### src/rtl/mem_port_arbiter.sv
// Arbitrates one fixed-latency single-ported memory between the IF (read) and MEM (read/write) ports.
// Optional IF anti-starvation streak limit is enabled by defining ARB_STARVE_GUARD_EN.
module mem_port_arbiter #(
  parameter int ADDR_W         = 12,
  parameter int DATA_W         = 19,
  parameter int LATENCY        = 2,
  parameter int MAX_MEM_STREAK = 2
) (
  input  logic              i_clk,
  input  logic              i_rst_n,
  input  logic              i_if_req,
  input  logic [ADDR_W-1:0] i_if_addr,
  output logic [DATA_W-1:0] o_if_rdata,
  output logic              o_if_ready,
  output logic              o_if_stall,
  input  logic              i_mem_req,
  input  logic              i_mem_we,
  input  logic [ADDR_W-1:0] i_mem_addr,
  input  logic [DATA_W-1:0] i_mem_wdata,
  output logic [DATA_W-1:0] o_mem_rdata,
  output logic              o_mem_ready,
  output logic              o_mem_stall,
  output logic              o_ram_en,
  output logic              o_ram_we,
  output logic [ADDR_W-1:0] o_ram_addr,
  output logic [DATA_W-1:0] o_ram_wdata,
  input  logic [DATA_W-1:0] i_ram_rdata,
  output logic [1:0]        o_dbg_state
);

  // Handshake: a port raises req with stable addr/we/wdata and holds it until its
  // one-cycle ready pulse; on the edge ending that pulse it either drops req or
  // presents the next request, which is then arbitrated as new.

  typedef enum logic [1:0] {S_IDLE, S_ISSUE, S_WAIT, S_DONE} state_t;

  localparam int CNT_W = (LATENCY > 1) ? $clog2(LATENCY) : 1;

  if (LATENCY < 1 || MAX_MEM_STREAK < 1) begin : g_bad_params
    $error("mem_port_arbiter: LATENCY and MAX_MEM_STREAK must be >= 1");
  end

  state_t            r_state;
  state_t            w_next_state;
  logic              r_owner;      // 1 = MEM owns the current access
  logic              r_we;
  logic [ADDR_W-1:0] r_addr;
  logic [DATA_W-1:0] r_wdata;
  logic [CNT_W-1:0]  r_cnt;
  logic [DATA_W-1:0] r_if_hold;
  logic [DATA_W-1:0] r_mem_hold;
  logic              w_any_req;
  logic              w_grant_mem;
  logic              w_grant;

  assign w_any_req = i_if_req | i_mem_req;
  assign w_grant   = (r_state == S_IDLE) && w_any_req;

`ifdef ARB_STARVE_GUARD_EN
  localparam int SW = $clog2(MAX_MEM_STREAK + 1);
  logic [SW-1:0] r_streak;
  logic          w_force_if;

  // After MAX_MEM_STREAK MEM wins against a waiting IF, IF takes the next slot.
  assign w_force_if  = i_if_req && (r_streak == SW'(MAX_MEM_STREAK));
  assign w_grant_mem = i_mem_req && !w_force_if;

  always_ff @(posedge i_clk or negedge i_rst_n) begin
    if (!i_rst_n) begin
      r_streak <= '0;
    end else if (w_grant) begin
      r_streak <= (w_grant_mem && i_if_req) ? r_streak + SW'(1) : '0;
    end
  end
`else
  assign w_grant_mem = i_mem_req;
`endif

  always_ff @(posedge i_clk or negedge i_rst_n) begin
    if (!i_rst_n) r_state <= S_IDLE;
    else          r_state <= w_next_state;
  end

  always_comb begin
    w_next_state = r_state;
    case (r_state)
      S_IDLE:  if (w_any_req) w_next_state = S_ISSUE;
      S_ISSUE: w_next_state = (LATENCY == 1) ? S_DONE : S_WAIT;
      S_WAIT:  if (r_cnt <= CNT_W'(1)) w_next_state = S_DONE;
      S_DONE:  w_next_state = S_IDLE;
      default: w_next_state = S_IDLE;
    endcase
  end

  always_ff @(posedge i_clk or negedge i_rst_n) begin
    if (!i_rst_n) begin
      r_owner    <= 1'b0;
      r_we       <= 1'b0;
      r_addr     <= '0;
      r_wdata    <= '0;
      r_cnt      <= '0;
      r_if_hold  <= '0;
      r_mem_hold <= '0;
    end else begin
      if (w_grant) begin
        r_owner <= w_grant_mem;
        r_we    <= w_grant_mem & i_mem_we;
        r_addr  <= w_grant_mem ? i_mem_addr : i_if_addr;
        r_wdata <= w_grant_mem ? i_mem_wdata : '0;
      end
      if (r_state == S_ISSUE) r_cnt <= CNT_W'(LATENCY - 1);
      else if (r_state == S_WAIT) r_cnt <= r_cnt - CNT_W'(1);
      // Only a completing read refreshes the owner's hold register.
      if (r_state == S_DONE && !r_we) begin
        if (r_owner) r_mem_hold <= i_ram_rdata;
        else         r_if_hold  <= i_ram_rdata;
      end
    end
  end

  always_comb begin
    o_ram_en    = 1'b0;
    o_ram_we    = 1'b0;
    o_if_ready  = 1'b0;
    o_mem_ready = 1'b0;
    o_if_rdata  = r_if_hold;
    o_mem_rdata = r_mem_hold;
    case (r_state)
      S_ISSUE: begin
        o_ram_en = 1'b1;
        o_ram_we = r_we;
      end
      S_DONE: begin
        if (r_owner) o_mem_ready = 1'b1;
        else         o_if_ready  = 1'b1;
        if (!r_we) begin
          if (r_owner) o_mem_rdata = i_ram_rdata;
          else         o_if_rdata  = i_ram_rdata;
        end
      end
      default: ;
    endcase
    o_if_stall  = i_if_req & ~o_if_ready;
    o_mem_stall = i_mem_req & ~o_mem_ready;
  end

  assign o_ram_addr  = r_addr;
  assign o_ram_wdata = r_wdata;
  assign o_dbg_state = r_state;

endmodule

### config.mk
export PLATFORM = sky130hd
export DESIGN_NAME = mem_port_arbiter
export DESIGN_NICKNAME = d
export VERILOG_FILES = /design/src/rtl/mem_port_arbiter.sv
export SDC_FILE = /design/constraint.sdc
export NUM_CORES = 1
export LEC_CHECK = 0
export ABC_AREA = 1
export CORE_UTILIZATION = 25
export DETAILED_ROUTE_END_ITERATION = 6
export PLACE_DENSITY = 0.63
export SLEW_MARGIN = 5
export SYNTH_ARGS = -nofsm -noshare
export SYNTH_HDL_FRONTEND = slang
export SYNTH_SLANG_ARGS = --single-unit
### constraint.sdc
create_clock -name i_clk -period 1.87 [get_ports i_clk]
set_clock_uncertainty 0.15 [all_clocks]
set_input_delay 0.374 -clock i_clk [delete_from_list [all_inputs] [get_ports i_clk]]
set_output_delay 0.374 -clock i_clk [all_outputs]
set_load 0.02 [all_outputs]
# [Word-level counts from Yosys, hierarchy flattened]
# Cells that the tools add are included.
[word_totals] reg_bits=74 latch_bits=0 ramBits=0 romBits=0 in_bits=67 output_inout_bits=77 word_cells=46 memories=0
[op_classes] add_sub_neg=1 multipliers=0 div=0 magnitude_cmp=1 eq_ne=5 n_shift=0 n_mux=19 n_bitwise=6 n_reduce_logical=6
[op_table] op="$mux W19" n=7
[op_table] op="$mux W12" n=1
[op_table] op="$mux W1" n=8
[op_table] op="$pmux W2 S4" n=1
[op_table] op="$eq A2 B2 Y1 const B" n=2
[op_table] op="$mux W2" n=2
[op_table] op="$ne A2 B2 Y1 const B" n=2
[op_table] op="$and A1 B1 Y1" n=3
[op_table] op="$eq A2 B1 Y1 const B" n=1
[op_table] op="$logic_and A1 B1 Y1" n=2
[op_table] op="$logic_not A2 Y1" n=1
[op_table] op="$not A1 Y1" n=2
[op_table] op="$reduce_and A2 Y1" n=1
[op_table] op="$reduce_bool A2 Y1" n=1
[op_table] op="$le A1 B1 Y1 const B" n=1
[op_table] op="$logic_not A1 Y1" n=1
[op_table] op="$or A1 B1 Y1" n=1
[op_table] op="$sub A1 B1 Y1 const B" n=1

# [Depth between registers and ports, before layout]
[depth] word_depth=4 mapped_depth=7

# [Worst setup path before layout]
# OpenSTA, ideal clock, no wires.
[synth_timing] path_kind="register to output" startpoint="register r_state[1] (netlist: o_dbg_state[1])" endpoint="output o_if_rdata[10]" t_arrival_ns=1.378 required_ns=1.346 path_slack_ns=-0.032 path_stages_with_launch=8 path_buffers=2 cell_sequence="dfrtp_1 > ha_1 > inv_1 > nor2_2 > buf_4 > buf_4 > nand2_1 > nand2_1"
[synth_via] elab_chain_len=2
[synth_rtl] element="from (decl)" line="43" text="state_t r_state;"
[synth_rtl] element="from (signal assigned)" line="81" text="else r_state <= w_next_state;"
[synth_rtl] element="$eq A2 B2 Y1" line="128" text="case (r_state)"
[synth_rtl] element="$mux W19" line="128"
[synth_rtl] element="to (decl)" line="13" text="output logic [DATA_W-1:0] o_if_rdata,"
# No other way between the ends.

# [Final worst setup path]
[layout_timing] startpoint="register r_state[1] (netlist: o_dbg_state[1])" endpoint="output o_mem_rdata[16]"
[layout_via] elab_chain_len=2
[layout_rtl] element="$eq A2 B2 Y1" line="128"
[layout_rtl] element="$mux W19" line="128"
[layout_rtl] element="to (decl)" line="20" text="output logic [DATA_W-1:0] o_mem_rdata,"
# No other way between the ends.

==> run_results.csv <==
group,metric,value,unit
run_status,outcome,"complete, but fails checks",
run_status,violations,"negative setup slack",
sta,rsz0062_at_grt,"true",
worst_setup_path,r2r_end,"o_ram_addr[2]",
sta,relSlewSlack,76.5,%
cts,cts-htree-levels,3,
global_route,grt_pass1_wl,18.3,mm
global_route,grt_max_degree,37,
detailed_routing,drt_iter0_drc,160,
sta,worstMarginPinSlew,353,ps
logic_synthesis,synth_sequential_area_ratio,52.6,%
sta,finalSetupViolCount,42,
placement,gp_congestion,0.782,
sta,fmax,0.479,GHz
die,num_rows,42,
detailed_routing,drc,0,
worst_hold_path,hold_depth,2,
detailed_routing,dr.pass1.iters,4,
detailed_routing,wl,11.1,mm
logic_synthesis,avgSynthCellArea,7.36,um2
cts,clock-sinks,73,
worst_hold_path,hold_class,"reg2reg",
placement,hpwl,7.67,mm
cts,clk-insertion-delay-late,330,ps
die,start_util,25.9,%
detailed_routing,wl_per_cell,12.9,um
worst_hold_path,worstHoldEndpoint,"o_ram_wdata[7]",
logic_synthesis,netlist.area_leader.share,52.6,%
logic_synthesis,netlist_instances,472,
global_route,grt_pass1_vias,3827,
sta,maxSlewViolCount,0,
layout,diodes,0,
logic_synthesis,ys_seq_elements,73,
flow_run,drv_cap,0,
worst_setup_path,end_kind,"primary output",
cts,cts_tree,"yes",
worst_setup_path,r2r_slack,90,ps
logic_synthesis,yosys-top-cells-count,"332 x nand2_1, 73 x dfrtp_1, 21 x nand3_1",
sta,fin_ws,-219,ps
worst_setup_path,cp.arrival,1560,ps
logic_synthesis,synthArstFlopShare,100,%
sta,hold_violations,0,
cts,clkSlewWorstSetupHoldPaths,60,ps
placement,dpl.cell_count,827,
logic_synthesis,synth_top_area_cell,"dfrtp_1",
layout,nFillCells,1270,
cts,numCtsBuffers,9,
sta,setup-tns-final,-7790,ps
worst_setup_path,crit_fanout,8,
die,core,0.0134,mm2
placement,place.port_buffers,143,
detailed_routing,dr_total_vias,3680,
cts,cts_buffer_depth,2,
logic_synthesis,yosysMostFrequentCell,"nand2_1",
layout,nets,752,
detailed_routing,viasPerCell,4.27,
global_route,overflow,0,
die,die_h,120,um
worst_setup_path,critPathKind,"reg2out",
layout,syn2layout_area_growth,89.9,%
logic_synthesis,synthDistinctLibCells,14,
power,p_leak,3.56,nW
worst_setup_path,crit_required,1350,ps
logic_synthesis,synth_area,0.00348,mm2
detailed_routing,ant_nets,0,
logic_synthesis,synthTopCellsByArea,"dfrtp_1 53%, nand2_1 36%, nand3_1 3.0%, ha_1 1.8%, buf_4 1.7%",
logic_synthesis,yosys_warnings,0,
layout,fin_cells,861,
worst_setup_path,reg2reg_depth,11,
power,vdd_ir_drop_max,0.626,mV
die,num_io_pins,144,
logic_synthesis,synth_nets,544,
worst_hold_path,hp-start,"o_ram_wdata[7]",
logic_synthesis,synth_edf_count,0,
power,powerDensity,1820,mW/mm2
logic_synthesis,synthFlopType,"dfrtp_1",
die,die_width,120,um
die,die_area,0.0144,mm2
layout,drive_gt1_share,34.7,%
sta,finalCritPeriodShare,112,%
worst_setup_path,critPathLaunchType,"flip-flop",
global_route,antenna_found_initial,0,
cts,cts-root-buf,"clkbuf_16",
sta,fin_crit,2090,ps
global_route,track_usage,16.4,%
worst_setup_path,rr_startpoint,"o_dbg_state[1]",
how the worst max path moves through the flow:
stage / startpoint / end / cells after the start / slack (ps)
CTS: o_dbg_state[1] / o_if_rdata[8] / 8 / -240
global placement: i_mem_req / o_mem_stall / 4 / -430
finish: o_dbg_state[1] / o_mem_rdata[16] / 7 / -220
floorplan: o_dbg_state[0] / o_if_rdata[10] / 7 / 20
global route: o_dbg_state[1] / o_mem_rdata[3] / 7 / -280
detailed placement: i_mem_req / o_mem_stall / 4 / -440
metal layers:
metal	share of wire, %	track usage [%]
met5	0	0
met4	1.4	5.39
met3	5.8	4.56
met2	53	28.9
met1	40	18.9
final cells by class:
type	instances	area, um2	area share (%)
clock buffer	13	270	4.09
clock inverter	3	23.8	0.360
inverter	12	68.8	1.04
multi-input combinational	368	1980	30.0
sequential	73	1830	27.7
tap	176	220	3.34
timing repair buffer	216	2210	33.5
report_power, final:
group / switching (mW) / internal (mW) / total [mW]
clock: 0.658 / 1.01 / 1.67
combinational: 3.97 / 3.64 / 7.61
sequential: 0.447 / 2.32 / 2.77
placed cells by master, fill, tap and decap left out, drive strengths merged, types with 5 or more instances in the layout:
master / netlist / routed
buf: 20 / 117
dfrtp: 73 / 73
inv: 12 / 10
ha: 5 / 5
nand2: 333 / 334
clkdlybuf4s50: 0 / 81
nand3: 21 / 21
dlymetal6s2s: 0 / 15
nor2: 6 / 6
clkbuf: 0 / 14
worst max-delay path: stages (launching register included):
cell	delay, ps
dfrtp_2	420
ha_4	180
nand2_4	90
clkinv_8	100
buf_12	170
nand3_2	70
nand2_2	60
buf_6	130
state kept, by name, summed over array words and instances (netlist names):
register / flops
o_ram_addr: 12
r_owner: 1
o_dbg_state: 2
o_ram_wdata: 19
r_we: 1
r_mem_hold: 19
r_if_hold: 19
cell families after synthesis:
group / synth area share [%]
buf+inv: 4.93
compound gates: 0.468
fa+ha+maj: 1.80
flops: 52.6
simple gates: 40.2
what timing repair did:
item / in CTS / in global routing
endpoints found under the setup margin: 46 / 58
setup buffers: 8 / 8
endpoints found under the hold margin: 22 / 0
resized for setup: 380 / 47
hold buffers: 1 / 0
pin swaps: 26 / 6
gates cloned: 2 / 0
metrics by stage:
stage	utilization, %	power, mW	worst slack (ps)	hold slack, ps	instance area [um2]
2_1_floorplan	-	5.75	18.9	-71.6	3480
3_3_place_gp	41.2	8.95	-427	153	5520
3_5_place_dp	41.2	9.06	-436	162	5520
4_1_cts	47.6	11.8	-243	324	6380
5_1_grt	49.3	12.9	-280	339	6600
6_report	49.3	12.0	-219	315	6600
Note: power is estimated with default switching activity, not from simulation.
